[config.mk]
export PLATFORM = sky130hd
export DESIGN_NAME = const_reg_reader
export DESIGN_NICKNAME = d
export VERILOG_FILES = /design/src/rtl/const_reg_reader.sv
export SDC_FILE = /design/constraint.sdc
export NUM_CORES = 1
export LEC_CHECK = 0
export CORE_UTILIZATION = 46
export CTS_CLUSTER_DIAMETER = 100
export CTS_CLUSTER_SIZE = 25
export DETAILED_ROUTE_END_ITERATION = 8
export PLACE_DENSITY_LB_ADDON = 0.2
export SYNTH_ARGS = -nofsm -noshare
export SYNTH_HDL_FRONTEND = slang
export SYNTH_SLANG_ARGS = --single-unit
[constraint.sdc]
create_clock -name iCLK -period 5.1 [get_ports iCLK]
set_input_delay 1.02 -clock iCLK [delete_from_list [all_inputs] [get_ports iCLK]]
set_output_delay 1.02 -clock iCLK [all_outputs]
set_load 0.02 [all_outputs]
[src/rtl/const_reg_reader.sv]
// const_reg_reader: power-on ID check master for the strobe/ack register bus.
// On a start pulse it reads three consecutive ID words at BaseAddr,
// BaseAddr+4 and BaseAddr+8. Each captured word is compared with its expected
// value. The block then reports pass, per-word mismatch and timeout status.
// All outputs are registered. There is no combinational path from iACK/iDAT
// to any output.
module const_reg_reader #(
  parameter logic [31:0] BaseAddr = 32'h0200_0100,
  parameter logic [31:0] EXP_ID1  = 32'h0123_4567,
  parameter logic [31:0] EXP_ID2  = 32'h89AB_CDEF,
  parameter logic [31:0] EXP_ID3  = 32'hFEDC_BA98,
  parameter int unsigned TIMEOUT  = 16
) (
  input  logic        iCLK,
  input  logic        iRST,
  input  logic        iSTART,
  output logic        oBUSY,
  output logic        oDONE,
  output logic        oPASS,
  output logic        oTMO,
  output logic [2:0]  oMISMATCH,
  output logic [31:0] oID1,
  output logic [31:0] oID2,
  output logic [31:0] oID3,
  output logic [31:0] oADR,
  output logic        oSTB,
  output logic        oWE,
  input  logic [31:0] iDAT,
  input  logic        iACK
);

  typedef enum logic [1:0] {
    Idle = 2'd0,
    Req  = 2'd1,
    Gap  = 2'd2,
    Done = 2'd3
  } stateT;

  // Expected words packed so that word k sits at index k.
  localparam logic [2:0][31:0] ExpWords = {EXP_ID3, EXP_ID2, EXP_ID1};
  // Counter value reached after TIMEOUT-1 unacknowledged strobe cycles.
  // The next unacknowledged edge is the TIMEOUT-th one.
  localparam logic [7:0] TmoLast = 8'(TIMEOUT - 1);

  stateT       state;
  logic [1:0]  wordIdx;
  logic [7:0]  tmoCnt;
  logic [2:0]  wordSel;
  logic [2:0]  wordDiff;
  logic [2:0]  mismatchNext;

  // One-hot select of the word being read, and its compare against the
  // expected value. The compare only matters on an acknowledged edge.
  genvar gi;
  generate
    for (gi = 0; gi < 3; gi++) begin : g_word
      assign wordSel[gi]  = (wordIdx == 2'(gi));
      assign wordDiff[gi] = wordSel[gi] & (iDAT != ExpWords[gi]);
    end
  endgenerate

  // Mismatch vector that results if the current word is acknowledged now.
  assign mismatchNext = oMISMATCH | wordDiff;

  // The block never writes.
  assign oWE = 1'b0;

  // Main sequencer. All bus and status outputs are registered here.
  always_ff @(posedge iCLK or posedge iRST) begin
    if (iRST) begin
      state     <= Idle;
      wordIdx   <= 2'd0;
      tmoCnt    <= 8'd0;
      oSTB      <= 1'b0;
      oADR      <= 32'h0;
      oBUSY     <= 1'b0;
      oDONE     <= 1'b0;
      oPASS     <= 1'b0;
      oTMO      <= 1'b0;
      oMISMATCH <= 3'b000;
      oID1      <= 32'h0;
      oID2      <= 32'h0;
      oID3      <= 32'h0;
    end else begin
      oDONE <= 1'b0;
      case (state)
        Idle: begin
          if (iSTART) begin
            state     <= Req;
            wordIdx   <= 2'd0;
            tmoCnt    <= 8'd0;
            oPASS     <= 1'b0;
            oTMO      <= 1'b0;
            oMISMATCH <= 3'b000;
            oID1      <= 32'h0;
            oID2      <= 32'h0;
            oID3      <= 32'h0;
            oSTB      <= 1'b1;
            oADR      <= BaseAddr;
            oBUSY     <= 1'b1;
          end
        end
        Req: begin
          if (iACK) begin
            if (wordSel[0]) oID1 <= iDAT;
            if (wordSel[1]) oID2 <= iDAT;
            if (wordSel[2]) oID3 <= iDAT;
            oMISMATCH <= mismatchNext;
            oSTB      <= 1'b0;
            oADR      <= 32'h0;
            tmoCnt    <= 8'd0;
            if (wordIdx == 2'd2) begin
              state <= Done;
              oDONE <= 1'b1;
              oPASS <= (mismatchNext == 3'b000);
            end else begin
              wordIdx <= wordIdx + 2'd1;
              state   <= Gap;
            end
          end else if (tmoCnt == TmoLast) begin
            // TIMEOUT strobe cycles without ACK: abandon the rest of the words.
            tmoCnt <= tmoCnt + 8'd1;
            oTMO   <= 1'b1;
            oPASS  <= 1'b0;
            oSTB   <= 1'b0;
            oADR   <= 32'h0;
            oDONE  <= 1'b1;
            state  <= Done;
          end else begin
            tmoCnt <= tmoCnt + 8'd1;
          end
        end
        Gap: begin
          // Single strobe-low cycle between transfers.
          state <= Req;
          oSTB  <= 1'b1;
          oADR  <= BaseAddr + {28'h0, wordIdx, 2'b00};
        end
        Done: begin
          state <= Idle;
          oBUSY <= 1'b0;
        end
        default: begin
          state <= Idle;
        end
      endcase
    end
  end

endmodule

# Yosys cells after proc, flatten, opt, wreduce, memory -nomap -nowiden
# Index checks and enable logic that the tools add are counted.
# word_totals
output_inout_bits,137
wordCells,101
regBits,148
# classes
n_eq_ne,19
reduce_logical,17
n_bitwise,4
muxes,45
add_sub_neg,3
# ops
operator,n
two-way mux 32 bit,10
one-hot mux 32 bit (2 select lines),3
one-hot mux 32 bit (3 select lines),1
inequality test 32 bit (second input constant),2
inequality test 32 x 25 -> 1 bit (second input constant),1
adder 26 x 4 -> 27 bit (first input constant),1
AND reduction 4 bit,6
two-way mux 8 bit,2
inequality test 2 bit (second input constant),8
one-hot mux 8 bit (2 select lines),1
two-way mux 1 bit,13
two-way mux 2 bit,6
adder 8 x 1 -> 8 bit (second input constant),1
equality test 8 x 4 -> 1 bit (second input constant),1
one-hot mux 2 bit (4 select lines),1
equality test 2 bit (second input constant),3
two-way mux 3 bit,2
inequality test 3 bit (second input constant),2
one-hot mux 1 bit (2 select lines),3
one-hot mux 3 bit (2 select lines),1
AND reduction 2 bit,3
AND reduction 3 bit,2
equality test 2 x 1 -> 1 bit (second input constant),2
zero test 2 bit,2
other kinds (8),11

# Depth between registers and ports, before layout
# Gate-level depths: netlist of run 1.
# depth
depth_word,7
mapped_depth,10

# Worst setup path after synthesis of run 1
# Ideal clock, no wire load.
# synth_timing
kind,input-to-reg
start,in iACK
end,reg oADR[2]
setup_ps,125
t_arrival_ps,2092
setup_slack_ps,2883
path_buffers,2
path_stages,6
required_ps,4975
cell_sequence,buf_2 > nor2b_1 > buf_2 > a21oi_2 > and2_2 > mux2_2
# synth_between
elab_chain_cells,2
elab_cells_between_ends,4
classes_between,eq/ne (1); mux (2); reduce/logical (1)
# synth_lines
element,line_no,rtl
start: declaration,29,input logic iACK
inequality test 3 bit (no line) or two-way mux 32 bit (tied branches),n/a,
AND reduction 3 bit (no line) or one-hot mux 32 bit (3 select lines) (tied branches),n/a,
end signal: assignment,99,oADR <= BaseAddr;
end signal: assignment,137,"oADR <= BaseAddr + {28'h0, wordIdx, 2'b00};"
end: declaration,25,"output logic [31:0] oADR,"
# Parallel ways exist; a longest one is shown, timed or not.
# A chain may end at the register's enable or synchronous reset.

# Worst setup path after layout of run 1
# layout_timing
start,reg state[1]
end,reg oID1[24]
# layout_between
elab_chain_cells,3
elab_cells_between_ends,8
classes_between,eq/ne (4); mux (1); reduce/logical (3)
# layout_lines
element,line_no,rtl
start: declaration,45,stateT state;
start signal: assignment,71,state <= Idle;
start signal: assignment,89,state <= Req;
start signal: assignment,113,state <= Done;
equality test 2 x 1 -> 1 bit or zero test 2 bit (tied branches),86,case (state)
inequality test 2 bit (no line) or nonzero test 2 bit (tied branches),n/a,
AND reduction 4 bit (no line),n/a,
end signal: assignment,105,if (wordSel[0]) oID1 <= iDAT;
end: declaration,22,"output logic [31:0] oID1,"
# Parallel ways exist; a longest one is shown, timed or not.

==> metrics.txt, run 1 <==
peak supply drop=about 0.46 mV; Clock Latency Late Sink=0.50 ns; Final #Nets=717; CP Capture Type=flip-flop; max-cap violation count=0; post-DR wirelength/cell=roughly 17 um; design area=7177 um^2; outcome=finished, final reports clean; share of cells above drive strength 1=under 10%; All-Layer GR Usage=24.79%; first-pass GRT wire length=21620 um; cell count after synthesis=532; hold crit path type=reg -> reg; vias per cell=approximately 5.3; Layout Cells excl Fill=825; RSZ-0062 raised after global routing=false; # diodes=0; CTS buffer count=17; area growth from synthesis to layout=39.87%; Mapped Area=5131 um^2; Slew Viols, Final=0; Final Hold Fails=0; Clock transition at path regs=0.06 ns; post-CTS setup buffers=0; CTS tree=done; EDFF count, synth=0; IO Count=173; Pleak=3.118 nW; register area share after synthesis=approximately 58%; Avg Cell Area, Syn=9.645 um^2; Slew HR=37.12%; Bufs on Longest Clock Path=2; number of global-route vias before repair=4144; commonest non-fill, non-tap cell in the layout=clkdlybuf4s50_1; cell row count=38; largest net degree at the start of global routing=79; worst-path maximum fanout=45; Die Span Y=about 110 um; Root Driver=clkbuf_8; initial core utilization=47.33%; simple-gate area share of the yosys netlist=between 10% and 20%; Cell Area, Placed=6576 um^2; fmax=323.2 MHz; Post-Synth XOR/XNOR Area=0.3414%; WP data required=between 5 and 6 ns; worst-path cell chain=inv_1 -> ha_2 -> nor2b_1 -> nor2_4 -> o21ai_4 -> buf_4 -> nand2_1 -> o21ai_0; Core Box Area=10840 um^2; commonest cells after routing, fill and taps aside=143 x clkdlybuf4s50_1, 141 x nand2_1, 119 x dfrtp_1, 113 x o21ai_0, 29 x conb_1; Final min period=around 3.1 ns; CTS Sinks=119; Iter 0 DRT Violations=~240; Post-synth top flop=dfrtp_1; Clock Skews=0.008824 ns; Compound-Gate Fraction of Synth Area=14.12%; Setup TNS Final=0 ns; post-synthesis adder-cell area fraction=2.195%; cts hold-fix bufs=0; full die area=11580 um^2; startpoint types=flip-flop; largest family of logic cells by synthesized area=simple AND/OR/NAND/NOR gates; pwr/cell area=a little over 700 nW/um^2; DRT Wirelength=13750 um; WP data arrival=3.49 ns; Crit path largest cell delay=0.78 ns; Crit-path slowest cell=ha_2; Port Buffers=around 140; Inst Count DP=793; #FFs+latches synth=119; multiplexer area fraction after synthesis=0.8535%; DP Wirelength=9693 um; worst setup path category=reg -> reg; Placer Congestion=slightly above 0.8; # DRC=0; fin crit share=60.66%; H-tree level count=4; fillers=857; Cell variety after synth=43; Final ANT Viol Nets=0; Die X=107.6 um; post-CTS resize count=0; worst-margin pin slew=0.9433 ns; Finish-stage setup viols=0; post-synthesis async set-or-reset flop share=100.0%; initial antenna violation count=0; grt total ovfl=0; DR vias=4353; router iterations before antenna repair=5; warnings from Yosys=0
-- state kept, by name (all words and copies together), names as in the netlist --
signal     flops
oBUSY          1
oTMO           1
tmoCnt         8
state          2
oADR           3
oSTB           1
oID3          32
oMISMATCH      3
oID1          32
oDONE          1
oPASS          1
wordIdx        2
oID2          32
-- cell usage after synthesis (3+ instances only) --
library cell / instances / area [um^2]
nor4_1: 6 / 37.54
nor2_1: 11 / 41.29
nand2_1: 141 / 529.3
buf_2: 13 / 65.06
o21ai_2: 3 / 26.28
nor3_1: 3 / 15.01
dfrtp_1: 119 / 2978
a21oi_1: 9 / 45.04
nor2b_1: 3 / 18.77
ha_1: 9 / 112.6
nand4_1: 8 / 50.05
o21ai_0: 113 / 565.5
and3_1: 3 / 18.77
nand3_1: 6 / 30.03
mux2_2: 3 / 33.78
clkbuf_1: 12 / 45.04
nand2b_1: 4 / 25.02
inv_1: 7 / 26.28
buf_4: 30 / 225.2
-- power by group --
part | internal (mW) | switching [mW] | total [mW]
Clock | 0.761 | 0.445 | 1.21
Sequential | 1.32 | 0.244 | 1.57
Combinational | 0.899 | 1.40 | 2.30
-- per-layer routing --
layer	vias up	routed length, um	part of all wire (%)	global-route usage, %
li1	2031	-	-	-
met3	18	995	7.2	5.448
met2	182	6576	48	39.70
met1	2122	5934	43	33.00
met4	0	247	1.8	9.393
met5	-	0	0	0
-- cell type report --
cell class	count	area [um^2]	share of cell area [%]
clock inverter	14	172.7	2.406
multi-input combinational	377	1914	26.67
inverter	8	32.53	0.4533
clock buffer	18	427.9	5.962
tap	140	175.2	2.441
sequential	119	2978	41.49
timing repair buffer	149	1476	20.57
-- worst max-delay path, delay by kind of cell, from the launching register on --
family	cells	cell delay, ns
adders and majority gates	1	0.78
AOI/OAI and AO/OA	2	0.41
and+or+nand+nor	3	0.82
buffers and inverters	2	0.56
DFF	1	0.40
-- cell families after synthesis --
logic type | count (synthesis)
simple gates | 197
compound gates | 136
flops | 119
buf+inv | 64
fa+ha+maj | 9
mux | 4
xor+xnor | 2
other cells | 1
-- through the flow --
| stage | hold slack (ns) | setup slack (ns) | utilization [%] | total power [mW] |
|---|---|---|---|---|
| finish | 0.4774 | 2.006 | 66.21 | 5.068 |
| global route | 0.5060 | 1.749 | 66.21 | 5.377 |
| floorplan | 0.4761 | 0.9225 | - | 2.843 |
| CTS | 0.4826 | 1.998 | 66.21 | 5.101 |
| global placement | 0.4619 | 1.897 | 60.66 | 3.811 |
| detailed placement | 0.4696 | 1.800 | 60.66 | 3.877 |
-- worst paths after layout --
path / from / end / slack (ns) / depth (start not counted)
worst max-delay path: state[1] / oID1[24] / 2.01 / 8
worst min-delay path: oID3[31] / oID3[31] / 0.48 / 2
worst max register to register: state[1] / oID1[24] / 2.01 / 8
worst min register to register: oID3[31] / oID3[31] / 0.48 / 2
max in group asynchronous: iRST / oID1[18] / 3.13 / 3
min in group asynchronous: iRST / oDONE / 1.09 / 2
(Power assumes the default switching activity.)
==> run 2: changes to the inputs <==
- CORE_UTILIZATION: 46 -> 41
- clock period: 5.1 -> 2.6 ns (I/O delays scaled with it)
==> run 2 against run 1 <==
Against the previous run:
- worst hold slack improved by 0.00092 ns
- critical path depth stayed put
- non-clock buffer count is 9 higher
- power grew 97%
- worst setup slack lost 1.5 ns
- wire length grew 0.44%
- first-iteration DRC count rose by 17%
- final area is 1.8% higher
- clock skew about the same
- global-route usage is 2.3 points lower
==> metrics.txt, run 2 (synthesized netlist as in run 1, its figures left out) <==
outcome=finished, final reports clean; Slew HR=a little under three fifths; Die X=113.9 um; CTS buffer count=17; fmax=482.4 MHz; Clock Latency Late Sink=0.40 ns; Placer Congestion=between 0.8 and 0.9; # DRC=0; Finish-stage setup viols=0; Final min period=2.073 ns; vias per cell=4.992; first-pass GRT wire length=22340 um; cts hold-fix bufs=0; Die Span Y=113.9 um; multi-input combinational cell area=about 1900 um^2; DP Wirelength=10040 um; worst-path maximum fanout=38; Core Box Area=12110 um^2; Setup crit start=state[0]; IO Count=between 150 and 200; max-cap violation count=0; grt total ovfl=0; Worst R2R Start=state[0]; Setup TNS Final=0 ns; CP Buf/Inv Count=2; CTS tree=done; worst setup path category=reg -> reg; peak supply drop=0.6534 mV; fillers=between 1k and 1.5k; area growth from synthesis to layout=42.38%; CTS Sinks=119; post-DR wirelength/cell=16.02 um; WP data arrival=2.38 ns; number of global-route vias before repair=4234; initial antenna violation count=0; fin crit share=79.73%; # diodes=0; worst-path cell chain=inv_1 -> ha_1 -> mux2i_1 -> nor2_4 -> o21ai_4 -> buf_12 -> nand2_1 -> o21ai_0; share of cells above drive strength 1=~8.5%; Crit path largest cell delay=0.42 ns; Bufs on Longest Clock Path=2; initial core utilization=42.37%; commonest non-fill, non-tap cell in the layout=clkdlybuf4s50_1; cell row count=40; DRT Wirelength=13810 um; WP data required=~2.9 ns; post-CTS setup buffers=0; Crit-path slowest cell=dfrtp_1; Final ANT Viol Nets=0; Clock Skews=0.009247 ns; startpoint types=flip-flop; pwr/cell area=approximately 1400 nW/um^2; Final Hold Fails=0; CP Capture Type=flip-flop; Hold WS=roughly 0.48 ns; All-Layer GR Usage=between 20 and 25%; top flop regs=oID1 x32, oID2 x32, oID3 x32; router iterations before antenna repair=5; commonest cells after routing, fill and taps aside=143 x clkdlybuf4s50_1, 141 x nand2_1, 119 x dfrtp_1, 113 x o21ai_0, 29 x conb_1; post-CTS resize count=0; Iter 0 DRT Violations=285; Worst path top cell family by delay=flip-flops; Final #Nets=726; RSZ-0062 raised after global routing=false; DR vias=4303; Slew Viols, Final=0; register area=slightly below 3000 um^2; Port Buffers=143; full die area=around 13000 um^2; hold crit path type=reg -> reg; H-tree level count=4; Root Driver=clkbuf_16; largest net degree at the start of global routing=between 100 and 150; HP Start=oID1[13]; worst-margin pin slew=0.6560 ns; Pleak=3.175 nW; Clock transition at path regs=0.06 ns
-- run 2: cell count changes in the layout (fill, tap and decap cells not counted), moves of 2 or more --
cell | before | now
buf_4 | 6 | 9
clkbuf_1 | 0 | 2
clkinv_4 | 0 | 2
clkinv_2 | 2 | 5
inv_6 | 4 | 1
bufinv_16 | 3 | 1
buf_12 | 0 | 6
-- run 2: area by class of cell --
type	count	area share, %
Clock buffer	20	6.114
Clock inverter	12	1.421
Inverter	8	0.4624
Multi-Input combinational cell	377	26.20
Sequential cell	119	40.76
Tap cell	168	2.877
Timing Repair Buffer	158	22.16
-- run 2: final timing paths --
kind / depth (start not counted) / end / slack (ns)
max: 8 / oID2[7] / 0.53
min: 2 / oID1[13] / 0.48
min in group asynchronous: 3 / tmoCnt[3] / 0.62
max reg2reg: 8 / oID2[7] / 0.53
max in group asynchronous: 3 / wordIdx[0] / 1.46
min reg2reg: 2 / oID1[13] / 0.48
-- run 2: layer usage --
layer	GRT usage [%]	share of wire, %	up-vias	wire length [um]
li1	-	-	2043	-
met5	0	0	-	0
met2	35.98	47	165	6503
met3	5.951	6.7	19	930
met4	6.234	1.3	0	177
met1	30.49	45	2076	6201
-- run 2: where the power goes --
group / total, mW / switching, mW / internal (mW) / leakage (nW)
Combinational: 4.82 / 2.85 / 1.98 / 1.33
Sequential: 3.02 / 0.428 / 2.59 / 1.58
Clock: 2.15 / 0.815 / 1.33 / 0.266
Total: 9.99 / 4.09 / 5.90 / 3.17
-- run 2: worst reg2reg max path: stages (launching register included) --
cell and delay (ns):
dfrtp_1 0.42, inv_1 0.12, ha_1 0.30, mux2i_1 0.37, nor2_4 0.14, o21ai_4 0.21
buf_12 0.25, nand2_1 0.09, o21ai_0 0.09
-- run 2: metrics by stage --
step | total power [mW] | setup slack [ns] | util, % | area [um^2] | cells
2_1_floorplan | 5.577 | 0.6246 | - | 5240 | 560
3_3_place_gp | 7.781 | 0.2389 | 55.77 | 6755 | 830
3_5_place_dp | 7.888 | 0.1664 | 55.77 | 6755 | 830
4_1_cts | 10.07 | 0.5159 | 60.32 | 7306 | 862
5_1_grt | 10.64 | 0.4078 | 60.32 | 7306 | 862
6_report | 9.991 | 0.5270 | 60.32 | 7306 | 862
==> run 3: changes to the inputs <==
- clock period: 2.6 -> 1.9 ns (I/O delays scaled with it)
==> run 3 against run 2 <==
Against the previous run:
- critical path depth decreased by 2
- clock power increased by 57%
- largest cell class unchanged
- worst setup slack got worse by 0.47 ns
- utilization increased by 3.1 points
- power increased by 45%
- largest power group unchanged
- register-to-register slack got worse by 0.42 ns
==> metrics.txt, run 3 (synthesized netlist as in run 1, its figures left out) <==
outcome=finished, final reports clean; H-tree level count=4; worst-path maximum fanout=3; Core Box Area=~12000 um^2; # diodes=0; FF-to-FF setup slack=0.11 ns; Iter 0 DRT Violations=approximately 340; Placer Congestion=approximately 0.85; full die area=12970 um^2; WP data required=2.25 ns; area growth from synthesis to layout=49.72%; Clock Skews=0.005729 ns; DRT Wirelength=14730 um; Die Span Y=roughly 110 um; Final min period=about 1.8 ns; fmax=543.6 MHz; CTS buffer count=17; vias per cell=just under 5; final core utilization=around 63%; Final ANT Viol Nets=0; router iterations before antenna repair=5; post-DR wirelength/cell=16.53 um; fin crit share=96.83%; pwr/cell area=1886 nW/um^2; commonest cells after routing, fill and taps aside=143 x clkdlybuf4s50_1, 141 x nand2_1, 119 x dfrtp_1, 112 x o21ai_0, 38 x buf_4; worst setup path category=in -> reg; Setup TNS Final=0 ns; Pwr Total=14.49 mW; initial core utilization=42.37%; first-pass GRT wire length=between 20000 and 25000 um; Setup WS post-layout=0.06026 ns; Clock Latency Late Sink=about 0.41 ns; post-CTS setup buffers=0; Inst Count DP=860; CTS Sinks=119; Clock transition at path regs=~0.060 ns; Finish-stage setup viols=0; register area=2978 um^2; # DRC=0; Root Driver=clkbuf_16; number of global-route vias before repair=between 4k and 5k; cell row count=40; CP Capture Type=flip-flop; Pleak=3.380 nW; fillers=approximately 1.0k; Slew Viols, Final=0; startpoint types=input pin; All-Layer GR Usage=23.36%; max-cap violation count=0; dpl ws=-0.3782 ns; cts hold-fix bufs=0; Layout Cells excl Fill=891; WP data arrival=2.19 ns; IO Count=173; largest net degree at the start of global routing=86; Die X=approximately 110 um; DR vias=between 4k and 5k; share of cells above drive strength 1=13.28%; commonest non-fill, non-tap cell in the layout=clkdlybuf4s50_1; Bufs on Longest Clock Path=2; grt total ovfl=0; initial antenna violation count=0; hold crit path type=in -> async; top flop regs=oID1 x32, oID2 x32, oID3 x32; peak supply drop=0.9636 mV; Final Hold Fails=0; multi-input combinational cell area=1977 um^2; DP Wirelength=a little over 10000 um; Port Buffers=143; CTS tree=done; Final #Nets=757
run 3: cell count changes in the layout (fill, tap and decap cells not counted), sizes merged:
cell,previous run,this run
clkinv,7,5
clkbuf,20,22
clkinvlp,4,1
buf,15,45
bufinv,1,4
inv,8,7
run 3: metrics by stage:
step,hold slack (ns),instance area [um^2]
finish,0.4560,7682
global route,0.4960,7682
CTS,0.4807,7594
detailed placement,0.4687,6968
global placement,0.4626,6968
floorplan,0.4761,5240
run 3: what timing repair did:
| action | CTS | global route |
|---|---|---|
| endpoints found under the setup margin | 20 | 103 |
| gates cloned | 0 | 1 |
| pin swaps | 0 | 2 |
| resized for setup | 2 | 12 |
run 3: per-layer routing:
layer	vias to the layer above	GRT usage, %	wire length [um]
met1	2126	30.68	6406
met4	0	8.398	321
met5	-	0	0
met3	27	6.004	1022
met2	166	37.52	6976
li1	2093	-	-
run 3: layout make-up:
type	count	area share, %
sequential	119	38.76
tap	168	2.736
timing repair buffer	189	24.27
multi-input combinational	377	25.73
inverter	8	0.4397
clock buffer	21	6.124
clock inverter	9	1.938
run 3: worst paths after layout:
kind / startpoint / to / depth (start not counted)
max reg2reg: state[0] / oID2[17] / 8
min: iRST / oID3[28] / 3
min in group iCLK: oID1[20] / oID1[20] / 2
max: iDAT[8] / oPASS / 6
min reg2reg: oID1[20] / oID1[20] / 2
max in group asynchronous: iRST / oID3[8] / 3
run 3: where the power goes:
part / internal, mW / total (mW) / switching [mW]
Sequential: 3.55 / 4.11 / 0.569
Combinational: 2.95 / 6.99 / 4.05
Clock: 2.28 / 3.38 / 1.10
Total: 8.77 / 14.5 / 5.72
run 3: worst max-delay path, stage by stage:
cell	delay, ns
clkdlybuf4s50_1	0.46
nor4_2	0.26
nand4_1	0.18
o41a_1	0.48
nor4b_2	0.24
a31o_1	0.17
